$ cat config.mk
export PLATFORM = sky130hd
export DESIGN_NAME = seq_bin_to_bcd_flat
export DESIGN_NICKNAME = d
export VERILOG_FILES = /design/src/rtl/seq_bin_to_bcd_if.sv /design/src/rtl/seq_bin_to_bcd.sv /design/src/flat_wrapper.sv
export SDC_FILE = /design/constraint.sdc
export NUM_CORES = 1
export LEC_CHECK = 0
export ABC_AREA = 1
export BUFFER_PORTS_ARGS = -buffer_cell sky130_fd_sc_hd__buf_2
export CORE_MARGIN = 2
export CORE_UTILIZATION = 40
export CTS_CLUSTER_DIAMETER = 40
export DETAILED_ROUTE_END_ITERATION = 12
export SLEW_MARGIN = 20
export SYNTH_ARGS = -nofsm -noshare
export SYNTH_HDL_FRONTEND = slang
export SYNTH_SLANG_ARGS = --single-unit
export TNS_END_PERCENT = 100
$ cat constraint.sdc
create_clock -name clk -period 4.5 [get_ports clk]
set_input_delay 0 -clock clk [delete_from_list [all_inputs] [get_ports clk]]
set_output_delay 0 -clock clk [all_outputs]
set_load 0.01 [all_outputs]
$ cat src/rtl/seq_bin_to_bcd_if.sv
// Conversion request/result bundle for seq_bin_to_bcd.
// Handshake: the master pulses start with bin valid. The slave accepts start only in IDLE or DONE, raises busy for the 16 conversion cycles, then pulses done for one cycle while bcd holds the new result.
interface seq_bin_to_bcd_if;
  logic        start;
  logic [15:0] bin;
  logic [19:0] bcd;
  logic        busy;
  logic        done;

  modport master (output start, output bin, input bcd, input busy, input done);
  modport slave  (input start, input bin, output bcd, output busy, output done);
endinterface

$ cat src/rtl/seq_bin_to_bcd.sv
// Sequential 16-bit binary to 5-digit BCD converter.
// Uses double-dabble, one bit per cycle, with a fixed 16-cycle latency.
module seq_bin_to_bcd (
  input  logic                   clk,
  input  logic                   rst_n,
  seq_bin_to_bcd_if.slave        bus,
  output logic [1:0]             dbg_state_o
);

  typedef enum logic [1:0] {
    IDLE  = 2'd0,
    SHIFT = 2'd1,
    DONE  = 2'd2
  } state_t;

  state_t      state_q, state_d;
  logic [19:0] scr_q, scr_d;
  logic [15:0] sh_q, sh_d;
  logic [4:0]  cnt_q, cnt_d;
  logic [19:0] bcd_q, bcd_d;
  logic [19:0] adj;
  logic [19:0] scr_next;

  // Add-3 correction on every nibble before the shift keeps each digit within 0..9 after doubling.
  always_comb begin
    adj = '0;
    for (int i = 0; i < 5; i++) begin
      adj[4*i +: 4] = (scr_q[4*i +: 4] >= 4'd5) ? scr_q[4*i +: 4] + 4'd3 : scr_q[4*i +: 4];
    end
    scr_next = {adj[18:0], sh_q[15]};
  end

  always_comb begin
    state_d = state_q;
    scr_d   = scr_q;
    sh_d    = sh_q;
    cnt_d   = cnt_q;
    bcd_d   = bcd_q;
    case (state_q)
      IDLE: begin
        if (bus.start) begin
          state_d = SHIFT;
          sh_d    = bus.bin;
          scr_d   = '0;
          cnt_d   = '0;
        end
      end
      SHIFT: begin
        scr_d = scr_next;
        sh_d  = {sh_q[14:0], 1'b0};
        cnt_d = cnt_q + 5'd1;
        if (cnt_q == 5'd15) begin
          state_d = DONE;
          bcd_d   = scr_next;
        end
      end
      DONE: begin
        if (bus.start) begin
          state_d = SHIFT;
          sh_d    = bus.bin;
          scr_d   = '0;
          cnt_d   = '0;
        end else begin
          state_d = IDLE;
        end
      end
      default: state_d = IDLE;
    endcase
  end

  always_ff @(posedge clk or negedge rst_n) begin
    if (!rst_n) begin
      state_q <= IDLE;
      scr_q   <= '0;
      sh_q    <= '0;
      cnt_q   <= '0;
      bcd_q   <= '0;
    end else begin
      state_q <= state_d;
      scr_q   <= scr_d;
      sh_q    <= sh_d;
      cnt_q   <= cnt_d;
      bcd_q   <= bcd_d;
    end
  end

  // Status outputs decode straight from the state register, so an asynchronous reset clears them immediately.
  assign bus.bcd     = bcd_q;
  assign bus.busy    = (state_q == SHIFT);
  assign bus.done    = (state_q == DONE);
  assign dbg_state_o = state_q;

endmodule
$ cat src/flat_wrapper.sv
// flat-port wrapper written by rule: the top's interface ports become plain ports
module seq_bin_to_bcd_flat 
  (clk, rst_n, dbg_state_o, bus_start, bus_bin, bus_bcd, bus_busy, bus_done);
  seq_bin_to_bcd_if bus_i ();
  input  logic clk;
  input  logic rst_n;
  output logic [1:0] dbg_state_o;
  input wire logic [$bits(bus_i.start)-1:0] bus_start;
  input wire logic [$bits(bus_i.bin)-1:0] bus_bin;
  output wire logic [$bits(bus_i.bcd)-1:0] bus_bcd;
  output wire logic [$bits(bus_i.busy)-1:0] bus_busy;
  output wire logic [$bits(bus_i.done)-1:0] bus_done;
  assign bus_i.start = bus_start;
  assign bus_i.bin = bus_bin;
  assign bus_bcd = bus_i.bcd;
  assign bus_busy = bus_i.busy;
  assign bus_done = bus_i.done;
  seq_bin_to_bcd u_core (.clk(clk), .rst_n(rst_n), .bus(bus_i), .dbg_state_o(dbg_state_o));
endmodule
Yosys cells after proc, flatten, opt, wreduce, memory -nomap -nowiden
Cells that the tools add are included.

Reduce and logical (&&, ||, !) cells: 6. $lt $le $gt $ge: 5. Bitwise operators: 0. Divide/modulo/power cells: 0. Mux-type cells: 15. Equality and inequality tests: 6. Multipliers: 0. Shifts and indexed selects: 0. $add $sub $neg: 6.

Operators with widths (count): case mux 20 bit (2 select lines) (1); case mux 16 bit (2 select lines) (1); greater-or-equal comparator 4 x 3 -> 1 bit, second input constant (5); 2-to-1 mux 20 bit (1); adder 4 x 2 -> 4 bit, second input constant (4); 2-to-1 mux 16 bit (1); 2-to-1 mux 4 bit (4); case mux 5 bit (2 select lines) (1); case mux 2 bit (3 select lines) (1); AND reduction 2 bit (3); adder 5 x 1 -> 5 bit, second input constant (1); == test 5 x 4 -> 1 bit, second input constant (1); 2-to-1 mux 5 bit (1); 2-to-1 mux 2 bit (2); inequality test 2 x 1 -> 1 bit, second input constant (2); adder 3 x 2 -> 3 bit, second input constant (1); 2-to-1 mux 3 bit (1); == test 2 x 1 -> 1 bit, second input constant (1); == test 2 bit, second input constant (1); logical NOT 2 bit (1); inequality test 2 bit, second input constant (1); nonzero test 2 bit (1); OR reduction 2 bit (1); 2-to-1 mux 1 bit (1).

Logic and storage cells: 43. Input port bits: 19. Bits in read-only memories: 0. Bits in writable memories: 0. Memories: 0. Output and inout port bits: 24. Bits in latches: 0. Register bits: 63.

Logic depth before layout (Yosys ltp)
Depth in word-level cells: 4. Gate-level depth with buffers: 9. Depth with buffers taken out: 9.

Worst setup path after synthesis
Ideal clock, no wire load.

Path type: register to register. Start: reg u_core.cnt_q[0]. End: reg u_core.bcd_q[12], in the netlist u_core.bus.bcd[12]. Cell stages (with the launch flop): 10. Clock period less this slack: 1477 ps. Required time: 4382 ps. Setup time: 118 ps. Slack: 3023 ps. Arrival time: 1360 ps. Path through: dfrtp_1 -> ha_1 -> nand2_1 -> nor2_1 -> ha_1 -> nand2_2 -> inv_2 -> buf_4 -> nand3_1 -> nand2_1.

Word-level cells in the longest chain between the ends: 2.

RTL lines: start, declared (line seq_bin_to_bcd.sv:19) `logic [4:0] cnt_q, cnt_d;`; start signal, assigned (line seq_bin_to_bcd.sv:82) `cnt_q <= cnt_d;`; == test 5 x 4 -> 1 bit (line seq_bin_to_bcd.sv:52) `if (cnt_q == 5'd15) begin`; AND reduction 2 bit (no source line); end signal, assigned (line seq_bin_to_bcd.sv:77) `bcd_q <= '0;`; end signal, assigned (line seq_bin_to_bcd.sv:83) `bcd_q <= bcd_d;`; end, declared (line seq_bin_to_bcd.sv:20) `logic [19:0] bcd_q, bcd_d;`.

No other way between the ends. A chain may end at the register's enable or synchronous reset.

Worst setup path in the final report
Start: reg u_core.state_q[0], in the netlist u_core.dbg_state_o[0]. End: reg u_core.bcd_q[13], in the netlist u_core.bus.bcd[13].

Word-level cells in the longest chain between the ends: 2.

RTL lines: start, declared (line seq_bin_to_bcd.sv:16) `state_t state_q, state_d;`; start signal, assigned (line seq_bin_to_bcd.sv:79) `state_q <= state_d;`; == test 2 x 1 -> 1 bit (line seq_bin_to_bcd.sv:39) `case (state_q)`; AND reduction 2 bit (no source line).

No other way between the ends.

==> results <==
- The flow ran to the end, and the final reports show no timing, DRC or antenna violations.
- The most used flip-flop cell after synthesis is sky130_fd_sc_hd__dfrtp_1.
- The highest clock rate is between 300 and 400 MHz.
- The via count of the first global-routing pass is between 2000 and 3000.
- The required time of the critical path is ~4.8 ns.
- After global routing, the most crowded layer is met2.
- The total die area is 8630 µm².
- Synthesis inferred 63 register bits.
- The worst-case IR drop observed on VDD is about 0.0003 V.
- STA classifies the critical path startpoint as a register.
- The highest fanout seen on the critical path is 26.
- Walking the worst path, the cells encountered are nand2_4 -> inv_1 -> nand2_2 -> inv_2 -> nand3_1 -> nand2_1.
- The root buffer cell is sky130_fd_sc_hd__clkbuf_8.
- The maximum number of pins on one net before global-route repair is between 60 and 70.
- The number of optimization iterations in the first detailed-route pass is 4.
- The setup TNS is 0 ns.
- Once detail routing completed, the nets flagged for antenna violations numbered 0.
- In the finished design, the share of the clock period the worst path needs comes to a little under 60%.
- Setup repair after global routing left no endpoint under its margin.
- The final number of max-transition violations is 0.
- The post-placement cell area is approximately 3400 µm².
- Sequential elements use 49.9% of the synthesized area.
- The analysis attributes to cell leakage a power of around 0.0020 µW.
- Setup slack on the worst reg-to-reg path comes out at between 1.5 and 2 ns.
- The count of port buffers added during placement is 42.
- STA classifies the critical path endpoint as a register.
- The mapped netlist covers roughly 3200 µm².
- Global routing finished with a remaining overflow of 0.
- For the worst setup path, the data arrival time is 2.96 ns.
- In this run, the number of DRC markers left after iteration 0 of detailed routing was just under 100.
- In the routed layout, each cell is associated on average with a via count of 4.78.
- Between clock sinks in the finished design, the worst skew comes to roughly 0.0035 ns.
- On the critical path, the stage with the largest delay is an instance of sky130_fd_sc_hd__dfrtp_1.
- Among cell families on the critical path, the largest total delay comes from buffers and inverters.
- The hold violation total from the final report is 0.
- Relative to the synthesized area, the layout overhead comes to 20.1%.
- The floorplan has 32 rows.
- In this run the deepest clock path goes through 2 buffers.
- The placeable core area is a little under 8000 µm².
- The y dimension of the die is approximately 93 µm.
- The clock tree synthesis step divided the H-tree into 3 levels.
- The share of synthesized registers carrying an async set or reset is 100%.
- The x dimension of the die is slightly above 90 µm.
- The initial utilization of the core area, before any placement, comes to roughly 40%.
- The library cell used most frequently in the layout, excluding fill and tap cells, is sky130_fd_sc_hd__nand2_1.
- Global routing consumed, over all layers together, between 10% and 20% of the routing resources.
- After detailed routing, the total wire length is approximately 6500 µm.
- The number of setup violations in the final report is 0.
- The worst reg2reg path startpoint is u_core.dbg_state_o[0].
- The post-cts resize count is 0.
- The sum of buffers and inverters on the critical path is 2.
- The global-route wire length before repair is ~11000 µm.
- Each instance of the synthesized netlist takes up on average about 8.4 µm².
- The total half-perimeter wirelength after legalization and detailed placement is around 4200 µm.
- The latest clock arrival within the worst-skew pair is about 0.34 ns.
- The class of the tightest hold or removal check is in2async.
- The cell count after synthesis came out at 375.
- For this run, global-route usage on met1 was measured as about a fifth.
- The initial antenna violation count is 0.
- The number of placed I/O pins is 43.
- The relative max-transition margin is a little under half.
- The post-route standard cell area excluding fillers is roughly 3800 µm².
- The number of flops mapped to enable cells by yosys is 0.
- The number of clock buffers inserted by TritonCTS is 9.
- The worst reg2reg path endpoint is u_core.bus.bcd[13].
- The power density over cell area is just over 700 nW/µm².
- For this run, the number of Yosys warnings is 0.
- The final routed wire length divided by cell count is roughly 12 µm.
- The number of cells on the worst reg-to-reg path is 6.
- The distinct cell type count after synthesis is 22.
- In the layout the commonest cells are sky130_fd_sc_hd__nand2_1, sky130_fd_sc_hd__dfrtp_1, sky130_fd_sc_hd__buf_2, sky130_fd_sc_hd__nand3_1, sky130_fd_sc_hd__inv_1.
- The fraction of layout instances using a drive strength above 1 is 18.0%.
- For met3 alone, demand over resource in global routing was under 10%.
- The final-stage net count is ~470.
- The critical path runs through a total of 6 cells.
- At the end of routability-driven placement, the weighted congestion stood at 0.783.
- For the finished layout, the period the worst path requires is approximately 2.7 ns.
- The tool flagged a number of max-cap violations equal to 0.
- The number of antenna diodes is 0.
- The net count of the mapped netlist is around 410.
- The critical setup path kind is reg2reg.
- The CTS clock-pin slew for the worst setup and hold paths is 0.07 ns.
- The largest single stage delay on the critical path is 0.74 ns.
- The DRC violation count after routing is 0.
- The layout has roughly 760 filler cells.
- TritonCTS built the clock tree.
- The total via count in the routed design is approximately 2600.
- The tree built by TritonCTS fans out to 63 sinks.
- The met2 demand-to-capacity share in global routing is a little over a quarter.
- For the pin with the worst max-slew slack, the measured transition is 0.787 ns.
-- area by class of cell --
| type | count | area [µm²] | share of cell area, % |
|---|---|---|---|
| flip-flops and latches | 63 | 1580 | 41.5 |
| multi-input cells | 268 | 1360 | 35.9 |
| repair buffers | 62 | 408 | 10.7 |
| clock buffers | 13 | 169 | 4.45 |
| well taps | 102 | 128 | 3.36 |
| inverters | 30 | 113 | 2.97 |
| clock inverters | 3 | 40.0 | 1.05 |
-- cell usage after synthesis, types with 3 or more instances --
cell type / number / area (µm²)
sky130_fd_sc_hd__a31oi_1: 6 / 37.5
sky130_fd_sc_hd__a31oi_2: 9 / 113
sky130_fd_sc_hd__buf_2: 3 / 15.0
sky130_fd_sc_hd__buf_4: 4 / 30.0
sky130_fd_sc_hd__buf_6: 5 / 56.3
sky130_fd_sc_hd__dfrtp_1: 63 / 1580
sky130_fd_sc_hd__ha_1: 12 / 150
sky130_fd_sc_hd__inv_1: 27 / 101
sky130_fd_sc_hd__inv_2: 3 / 11.3
sky130_fd_sc_hd__nand2_1: 140 / 526
sky130_fd_sc_hd__nand3_1: 37 / 185
sky130_fd_sc_hd__nand4_1: 8 / 50.1
sky130_fd_sc_hd__nor2_1: 25 / 93.8
sky130_fd_sc_hd__o21ai_0: 18 / 90.1
sky130_fd_sc_hd__o22ai_2: 4 / 50.1
-- registers in the layout, indices dropped and copies added (netlist names) --
name	cells
u_core.cnt_q	5
u_core.dbg_state_o	2
u_core.sh_q	16
u_core.bus.bcd	20
u_core.scr_q	20
-- layer usage --
metal  up-vias  wire length, µm
li1       1345                -
met1      1175             3150
met5         -                0
met3        10              370
met2        54             2930
met4         0              100
-- worst max path at each step --
stage / from / end
floorplan: u_core.cnt_q[0] / u_core.bus.bcd[12]
global placement: u_core.dbg_state_o[0] / u_core.bus.bcd[13]
detailed placement: u_core.dbg_state_o[0] / u_core.bus.bcd[13]
CTS: u_core.dbg_state_o[0] / u_core.bus.bcd[13]
global route: u_core.dbg_state_o[0] / u_core.bus.bcd[13]
finish: u_core.dbg_state_o[0] / u_core.bus.bcd[13]
-- tightest hold or removal path, delay by kind of cell --
kind / cells / cell delay (ns)
buf+inv: 3 / 1.21
-- stage by stage --
stage,std cells,worst slack (ns),hold slack [ns],power [µW],util [%]
finish,541,1.82,0.352,2740,49.4
global route,541,1.46,0.437,3020,49.4
CTS,541,1.76,0.386,2760,49.4
detailed placement,506,1.77,0.231,2230,44.2
global placement,506,1.87,0.230,2210,44.2
floorplan,375,3.02,-0.296,1970,-
-- cell families (layout without fill, tap and decap cells) --
group,after synthesis,after routing,share of synthesized area [%]
and+or+nand+nor,214,214,28.1
DFF,63,63,49.9
buffers and inverters,44,108,7.00
AOI/OAI and AO/OA,42,42,10.2
adders and majority gates,12,12,4.75
-- power by group --
group          switching, µW  total, µW  leakage (µW)  internal [µW]
Combinational            760       1220       0.00107            456
Clock                    212        512      0.000109            299
Sequential               183       1010      0.000767            825
-- timing repair --
item,CTS,global route
buffers inserted,0,0
hold buffers,19,0
endpoints found under the hold margin,80,0
endpoints found under the setup margin,0,0
(Power assumes the default switching activity.)
